**config.mk**
```make
export PLATFORM = sky130hd
export DESIGN_NAME = fft_sample_loader
export DESIGN_NICKNAME = d
export VERILOG_FILES = /design/src/rtl/fft_sample_loader.sv
export SDC_FILE = /design/constraint.sdc
export NUM_CORES = 1
export LEC_CHECK = 0
export ABC_CLOCK_PERIOD_IN_PS = 2200
export CAP_MARGIN = 5
export CELL_PAD_IN_SITES_DETAIL_PLACEMENT = 0
export CELL_PAD_IN_SITES_GLOBAL_PLACEMENT = 1
export CORE_MARGIN = 5
export CORE_UTILIZATION = 30
export DETAILED_ROUTE_END_ITERATION = 6
export PLACE_DENSITY = 0.8
export SYNTH_ARGS = -nofsm -noshare
export SYNTH_HDL_FRONTEND = slang
export SYNTH_SLANG_ARGS = --single-unit
```
**constraint.sdc**
```tcl
create_clock -name clk -period 2.2 [get_ports clk]
set_clock_uncertainty 0.15 [all_clocks]
set_input_delay 0.66 -clock clk [delete_from_list [all_inputs] [get_ports clk]]
set_output_delay 0.66 -clock clk [all_outputs]
set_load 0.01 [all_outputs]
```
**src/rtl/fft_sample_loader.sv**
```systemverilog
// ============================================================================
// Module      : fft_sample_loader
// Description : Streams one frame of N_SAMPLES complex samples into the FFT
//               sample RAM, then hands the frame to the FFT core with a
//               one-cycle start pulse and waits for its completion.
//               Define FFT_LOADER_BITREV_EN to write samples at bit-reversed
//               addresses (in-place DIT input order); otherwise natural order.
// Revision    : 1.0 - initial release
// ============================================================================
`default_nettype none

module fft_sample_loader #(
  parameter int N_SAMPLES = 8,
  parameter int DATA_SIZE = 16
) (
  input  logic                         clk,
  input  logic                         rst_n,
  input  logic                         s_valid,
  output logic                         s_ready,
  input  logic [DATA_SIZE-1:0]         s_re,
  input  logic [DATA_SIZE-1:0]         s_im,
  output logic                         mem_we,
  output logic [$clog2(N_SAMPLES)-1:0] mem_addr,
  output logic [2*DATA_SIZE-1:0]       mem_wdata,
  output logic                         fft_start,
  input  logic                         fft_finish,
  output logic                         busy,
  output logic [15:0]                  frame_count
);

  localparam int c_aw = $clog2(N_SAMPLES);
  localparam logic [c_aw-1:0] c_last = c_aw'(N_SAMPLES - 1);
  localparam logic [c_aw-1:0] c_one  = c_aw'(1);

  typedef enum logic [1:0] {
    ST_LOAD  = 2'd0,
    ST_START = 2'd1,
    ST_WAIT  = 2'd2
  } state_t;

  state_t                 r_state;
  logic [c_aw-1:0]        r_idx;
  logic                   r_mem_we;
  logic [c_aw-1:0]        r_mem_addr;
  logic [2*DATA_SIZE-1:0] r_mem_wdata;
  logic                   r_fft_start;
  logic [15:0]            r_frame_count;

  logic                   w_ready;
  logic                   w_accept;

  // Sample position in the frame to RAM address.
  function automatic logic [c_aw-1:0] f_map(input logic [c_aw-1:0] idx);
    logic [c_aw-1:0] v_addr;
`ifdef FFT_LOADER_BITREV_EN
    for (int b = 0; b < c_aw; b++) begin
      v_addr[b] = idx[c_aw-1-b];
    end
`else
    v_addr = idx;
`endif
    return v_addr;
  endfunction

  // Ready only while collecting a frame; handshake qualifies acceptance.
  always_comb begin
    w_ready  = (r_state == ST_LOAD);
    w_accept = s_valid && w_ready;
  end

  // Frame sequencer: RAM write per accept, start pulse, completion wait.
  always_ff @(posedge clk) begin
    if (!rst_n) begin
      r_state       <= ST_LOAD;
      r_idx         <= '0;
      r_mem_we      <= 1'b0;
      r_mem_addr    <= '0;
      r_mem_wdata   <= '0;
      r_fft_start   <= 1'b0;
      r_frame_count <= 16'd0;
    end else begin
      r_mem_we    <= w_accept;
      r_fft_start <= 1'b0;
      if (w_accept) begin
        r_mem_addr  <= f_map(r_idx);
        r_mem_wdata <= {s_re, s_im};
      end
      case (r_state)
        ST_LOAD: begin
          if (w_accept) begin
            if (r_idx == c_last) begin
              r_idx   <= '0;
              r_state <= ST_START;
            end else begin
              r_idx <= r_idx + c_one;
            end
          end
        end
        ST_START: begin
          // Last RAM write is on the bus this cycle; start fires next.
          r_state       <= ST_WAIT;
          r_fft_start   <= 1'b1;
          r_frame_count <= r_frame_count + 16'd1;
        end
        ST_WAIT: begin
          // A finish level seen during the pulse cycle belongs to the
          // previous job, so it is ignored there.
          if (!r_fft_start && fft_finish) begin
            r_state <= ST_LOAD;
          end
        end
        default: r_state <= ST_LOAD;
      endcase
    end
  end

  assign s_ready     = w_ready;
  assign busy        = !w_ready;
  assign mem_we      = r_mem_we;
  assign mem_addr    = r_mem_addr;
  assign mem_wdata   = r_mem_wdata;
  assign fft_start   = r_fft_start;
  assign frame_count = r_frame_count;

endmodule

`default_nettype wire
```
After elaboration in Yosys (flattened, before gate mapping)
Index checks and enable logic that the tools add are counted.
W data, S select, Z words.
- $add $sub $neg: 2
- equal/unequal tests: 6
- mux-type cells: 6
- reductions and logical operators: 7
- operators by type and width (kind ; count):
    $add A16 B1 Y16 const B ; 1
    $mux W2 ; 3
    $pmux W2 S3 ; 1
    $ne A2 B1 Y1 const B ; 2
    $add A3 B1 Y3 const B ; 1
    $eq A3 B3 Y1 const B ; 1
    $mux W3 ; 1
    $reduce_and A3 Y1 ; 1
    $eq A2 B1 Y1 const B ; 1
    $eq A2 B2 Y1 const B ; 1
    $logic_and A1 B1 Y1 ; 2
    $logic_not A1 Y1 ; 2
    $logic_not A2 Y1 ; 1
    $ne A2 B2 Y1 const B ; 1
    $reduce_and A2 Y1 ; 1
    $mux W1 ; 1
- bits in registers: 58
- input bits: 36
- output and inout bits: 55

Longest topological paths before layout
- word-level depth: 4
- gate-level depth with buffers: 6

Least setup slack after synthesis
OpenSTA, ideal clock, no wires.
- kind: register -> register
- start point: register r_frame_count[1] (netlist: frame_count[1])
- end point: register r_frame_count[14] (netlist: frame_count[14])
- arrival: 1589 ps
- path slack: 390 ps
- stages on the path, launching flop included: 6
- buffers on the path: 0
- path through: dfxtp_1 > ha_1 > and4b_1 > nand2_1 > or4_1 > a21oi_1
- cells in the longest elaborated chain, start to end: 1
- ends and longest elaborated chain (element ; RTL line ; RTL):
    start: declaration ; 47 ; logic [15:0] r_frame_count;
    start signal: assignment ; 103 ; r_frame_count <= r_frame_count + 16'd1;
    $add A16 B1 Y16 ; 103 ;
No other way between the ends.
A chain may end at the register's enable or synchronous reset.

Worst setup path in the final report
- start point: register r_state[1]
- end point: output busy
- cells in the longest elaborated chain, start to end: 2
- ends and longest elaborated chain (element ; RTL line ; RTL):
    start: declaration ; 41 ; state_t r_state;
    start signal: assignment ; 74 ; r_state <= ST_LOAD;
    start signal: assignment ; 93 ; r_state <= ST_START;
    start signal: assignment ; 101 ; r_state <= ST_WAIT;
    $logic_not A2 Y1 ; 67 ; w_ready = (r_state == ST_LOAD);
    $logic_not A1 Y1 ; 118 ; assign busy = !w_ready;
    end: declaration ; 27 ; output logic busy,
No other way between the ends.

==> impl_metrics.xml <==
<?xml version="1.0" encoding="UTF-8"?>
<metrics>
  <group name="run_status">
    <metric name="run_status" unit="">finished, final reports clean</metric>
  </group>
  <group name="drt">
    <metric name="vias_per_cell" unit="">4.504</metric>
    <metric name="totalWireLength" unit="mm">5.737</metric>
    <metric name="drt.antenna.violating_nets" unit="">0</metric>
    <metric name="drt_iter0_drc" unit="">89</metric>
    <metric name="number_of_iterations_in_the_first_detailed_routing_pass" unit="">4</metric>
    <metric name="vias" unit="">2081</metric>
    <metric name="drt_drc_violations_left" unit="">0</metric>
    <metric name="route.detailed.wl_per_inst" unit="um">12.42</metric>
  </group>
  <group name="finish">
    <metric name="design_area" unit="mm2">0.003441</metric>
    <metric name="multi_input_comb_area" unit="um2">962.2</metric>
    <metric name="net_total_in_the_final_layout" unit="">397</metric>
    <metric name="layoutNonFillerInstCount" unit="">462</metric>
    <metric name="filler_cell_count" unit="">683</metric>
    <metric name="area.sequential" unit="mm2">0.001167</metric>
    <metric name="insertedDiodeCount" unit="">0</metric>
    <metric name="layout-drive-gt1-share" unit="%">8.264</metric>
    <metric name="area_delta_synth_final" unit="%">56.96</metric>
  </group>
  <group name="global_route">
    <metric name="grt_first_pass_wirelength" unit="mm">9.432</metric>
    <metric name="grt.overflow.total" unit="">0</metric>
    <metric name="grt_max_degree" unit="">42</metric>
    <metric name="initial_antenna_violation_count" unit="">0</metric>
    <metric name="grt_pass1_vias" unit="">2026</metric>
    <metric name="grt.total_usage" unit="%">13.28</metric>
  </group>
  <group name="placement">
    <metric name="gp_routability_congestion" unit="">0.7573</metric>
    <metric name="worst_slack_placed" unit="ns">0.2195</metric>
    <metric name="hpwlAfterDp" unit="mm">4.079</metric>
    <metric name="dp.cells" unit="">446</metric>
    <metric name="placement.io_buffers" unit="">90</metric>
    <metric name="dpl_cell_area" unit="mm2">0.003246</metric>
  </group>
  <group name="sta">
    <metric name="final.setup.worst_slack" unit="ns">0.05155</metric>
    <metric name="hold_viol" unit="">0</metric>
    <metric name="finalMaxSlewViolations" unit="">0</metric>
    <metric name="tightest_slew" unit="ns">0.3853</metric>
    <metric name="max_slew_margin" unit="%">74.26</metric>
    <metric name="setup_repair_after_global_routing_missed_its_margin" unit="">false</metric>
    <metric name="final_min_period_over_clock_period" unit="%">97.66</metric>
    <metric name="fin_setup_tns" unit="ns">0</metric>
    <metric name="report.final.setup_viol" unit="">0</metric>
    <metric name="period_needed" unit="ns">2.148</metric>
    <metric name="fmax" unit="GHz">0.4655</metric>
  </group>
  <group name="power">
    <metric name="power-per-cell-area" unit="mW/mm2">651.9</metric>
    <metric name="static-leakage-power" unit="nW">1.287</metric>
    <metric name="vdd_ir_drop_max" unit="mV">0.2974</metric>
  </group>
  <group name="hold_path">
    <metric name="worstHoldPathType" unit="">reg -&gt; reg</metric>
    <metric name="worst_hold_startpoint" unit="">mem_wdata[1]$_SDFFE_PN0P_</metric>
  </group>
  <group name="cts">
    <metric name="clock_buffers_created_by_tritoncts" unit="">9</metric>
    <metric name="cts_buffer_depth" unit="">2</metric>
    <metric name="clock_latency" unit="ns">0.32</metric>
    <metric name="cts-root-buf" unit="">sky130_fd_sc_hd__clkbuf_8</metric>
    <metric name="clkTransAtPathRegs" unit="ns">0.06</metric>
    <metric name="cts_sinks" unit="">58</metric>
    <metric name="cts_hold_buf" unit="">0</metric>
    <metric name="cts_tree" unit="">built</metric>
    <metric name="h-tree-depth" unit="">3</metric>
  </group>
  <group name="synth">
    <metric name="avgSynthCellArea" unit="um2">8.303</metric>
    <metric name="ys_warn_count" unit="">0</metric>
    <metric name="synth_fp_nets" unit="">303</metric>
    <metric name="postSynthCellCount" unit="">264</metric>
    <metric name="synth.yosys.seq_area_share" unit="%">52.97</metric>
    <metric name="ys_ff_latch" unit="">58</metric>
    <metric name="synth_area" unit="mm2">0.002192</metric>
    <metric name="yosys.cell_types.count" unit="">32</metric>
  </group>
  <group name="die">
    <metric name="floorplan_die_width" unit="um">95.48</metric>
    <metric name="die_area" unit="mm2">0.009116</metric>
    <metric name="die_h" unit="um">95.48</metric>
    <metric name="core_footprint" unit="mm2">0.007176</metric>
    <metric name="effective_utilization_at_floorplan" unit="%">30.55</metric>
    <metric name="std_cell_rows" unit="">31</metric>
    <metric name="floorplan.io_pins" unit="">91</metric>
  </group>
  <group name="worst_setup_path">
    <metric name="critical_path.max_fanout" unit="">6</metric>
    <metric name="cp.arrival" unit="ns">1.34</metric>
    <metric name="worst_path_max_delay_cell" unit="">sky130_fd_sc_hd__clkdlybuf4s50_1</metric>
    <metric name="path_cells" unit="">nor2_4 -&gt; inv_1 -&gt; clkdlybuf4s50_1</metric>
    <metric name="setup.worst_path.class" unit="">reg -&gt; out</metric>
    <metric name="critPathLaunchType" unit="">flop</metric>
    <metric name="setup.worst_path.start" unit="">r_state[1]$_SDFFE_PN0P_</metric>
    <metric name="cp_data_required_time" unit="ns">1.39</metric>
    <metric name="r2r_start" unit="">frame_count[1]$_SDFFE_PN0P_</metric>
    <metric name="critical-path-max-stage-delay" unit="ns">0.52</metric>
    <metric name="setup.worst_path.end_class" unit="">primary output</metric>
  </group>
  <group name="job">
    <metric name="maxCapViolCount" unit="">0</metric>
  </group>
</metrics>
cell families (layout without fill, tap and decap cells):
family / after synthesis / count (layout) / synth area share [%]
xor+xnor: 10 / 10 / 3.995
compound gates: 47 / 47 / 11.36
fa+ha+maj: 3 / 3 / 1.713
flops: 58 / 58 / 52.97
mux: 2 / 2 / 0.9133
simple gates: 126 / 126 / 25.57
buf+inv: 18 / 117 / 3.481
layout make-up:
cell class / count / area share, %
clock inverters: 2 / 0.2909
inverters: 4 / 0.4364
flip-flops and latches: 58 / 33.93
repair buffers: 97 / 28.76
multi-input cells: 188 / 27.96
well taps: 99 / 3.600
clock buffers: 14 / 5.018
report_power, final:
part           switching [mW]  internal [mW]
logic                   0.102          0.146
clock network           0.390          0.498
registers              0.0188           1.09
total                   0.511           1.73
metal layers:
| layer | vias to the layer above | routed length (um) | track usage (%) |
|---|---|---|---|
| li1 | 1063 | - | - |
| met1 | 948 | 2575 | 16.00 |
| met2 | 59 | 2609 | 20.93 |
| met3 | 11 | 435 | 4.815 |
| met4 | 0 | 117 | 6.398 |
| met5 | - | 0 | 0 |
worst paths after layout:
kind                                       end  cells after the start  slack (ns)
setup / recovery                          busy                      3        0.05
hold / removal       mem_wdata[1]$_SDFFE_PN0P_                      2        0.30
setup reg to reg  frame_count[14]$_SDFFE_PN0P_                      5        0.27
hold reg to reg      mem_wdata[1]$_SDFFE_PN0P_                      2        0.30
layout by cell type (no fill, tap or decap), types with 2 or more instances in the layout:
cell type / count
sky130_fd_sc_hd__nor2b_1: 2
sky130_fd_sc_hd__buf_4: 4
sky130_fd_sc_hd__mux2i_1: 2
sky130_fd_sc_hd__nand3_1: 5
sky130_fd_sc_hd__nand2b_1: 2
sky130_fd_sc_hd__a21oi_1: 42
sky130_fd_sc_hd__xor2_1: 6
sky130_fd_sc_hd__buf_12: 3
sky130_fd_sc_hd__and2_1: 2
sky130_fd_sc_hd__nand2_1: 83
sky130_fd_sc_hd__clkinv_2: 2
sky130_fd_sc_hd__ha_1: 3
sky130_fd_sc_hd__inv_1: 3
sky130_fd_sc_hd__dfxtp_2: 5
sky130_fd_sc_hd__nor3_1: 2
sky130_fd_sc_hd__clkbuf_8: 12
sky130_fd_sc_hd__nor2_1: 13
sky130_fd_sc_hd__dfxtp_1: 53
sky130_fd_sc_hd__clkdlybuf4s50_1: 89
sky130_fd_sc_hd__or4_1: 3
sky130_fd_sc_hd__and4b_1: 2
sky130_fd_sc_hd__nand4_1: 3
sky130_fd_sc_hd__o31ai_1: 3
sky130_fd_sc_hd__xnor2_1: 4
sky130_fd_sc_hd__clkbuf_1: 2
sky130_fd_sc_hd__nor4_1: 2
synth_stat cells (all sizes together):
| cell type | number | share of area, % |
|---|---|---|
| or3 | 1 | 0.29 |
| nand2b | 2 | 0.57 |
| or4 | 3 | 1.0 |
| clkbuf | 9 | 1.5 |
| nor3 | 2 | 0.46 |
| xor2 | 6 | 2.4 |
| inv | 4 | 0.68 |
| and4b | 2 | 0.91 |
| xnor2 | 4 | 1.6 |
| buf | 5 | 1.3 |
| nand4b | 1 | 0.40 |
| and3 | 1 | 0.29 |
| nor2b | 2 | 0.57 |
| o21a | 1 | 0.34 |
| dfxtp | 58 | 53 |
| or2 | 1 | 0.29 |
| mux2i | 2 | 0.91 |
| and4 | 1 | 0.46 |
| nand2 | 83 | 14 |
| o31a | 1 | 0.40 |
| ha | 3 | 1.7 |
| and2 | 2 | 0.57 |
| nor2 | 14 | 2.4 |
| nand3 | 5 | 1.1 |
| nand4 | 4 | 1.4 |
| nor4 | 2 | 0.57 |
| o31ai | 3 | 1.0 |
| a21oi | 42 | 9.6 |
critical path, delay by kind of cell, from the launching register on:
| family | cells | cell delay (ns) |
|---|---|---|
| AND/OR/NAND/NOR | 1 | 0.06 |
| buffers and inverters | 2 | 0.56 |
| flip-flops | 1 | 0.39 |
through the flow:
step	hold slack, ns	total power, mW	util (%)
after floorplan	0.2988	1.217	-
after global placement	0.2906	1.381	45.23
after detailed placement	0.2955	1.381	45.23
after CTS	0.3045	2.282	47.92
after global routing	0.3278	2.350	47.95
final	0.3017	2.243	47.95
registers in the layout, indices dropped and copies added (netlist names):
register / cells
mem_addr: 3
mem_we: 1
mem_wdata: 32
r_state: 2
r_idx: 3
fft_start: 1
frame_count: 16
what timing repair did:
action | CTS | global route
gates resized for setup | 6 | 2
buffers inserted | 0 | 0
endpoints found under the setup margin | 3 | 2
Power figures use the tool's default switching activity.
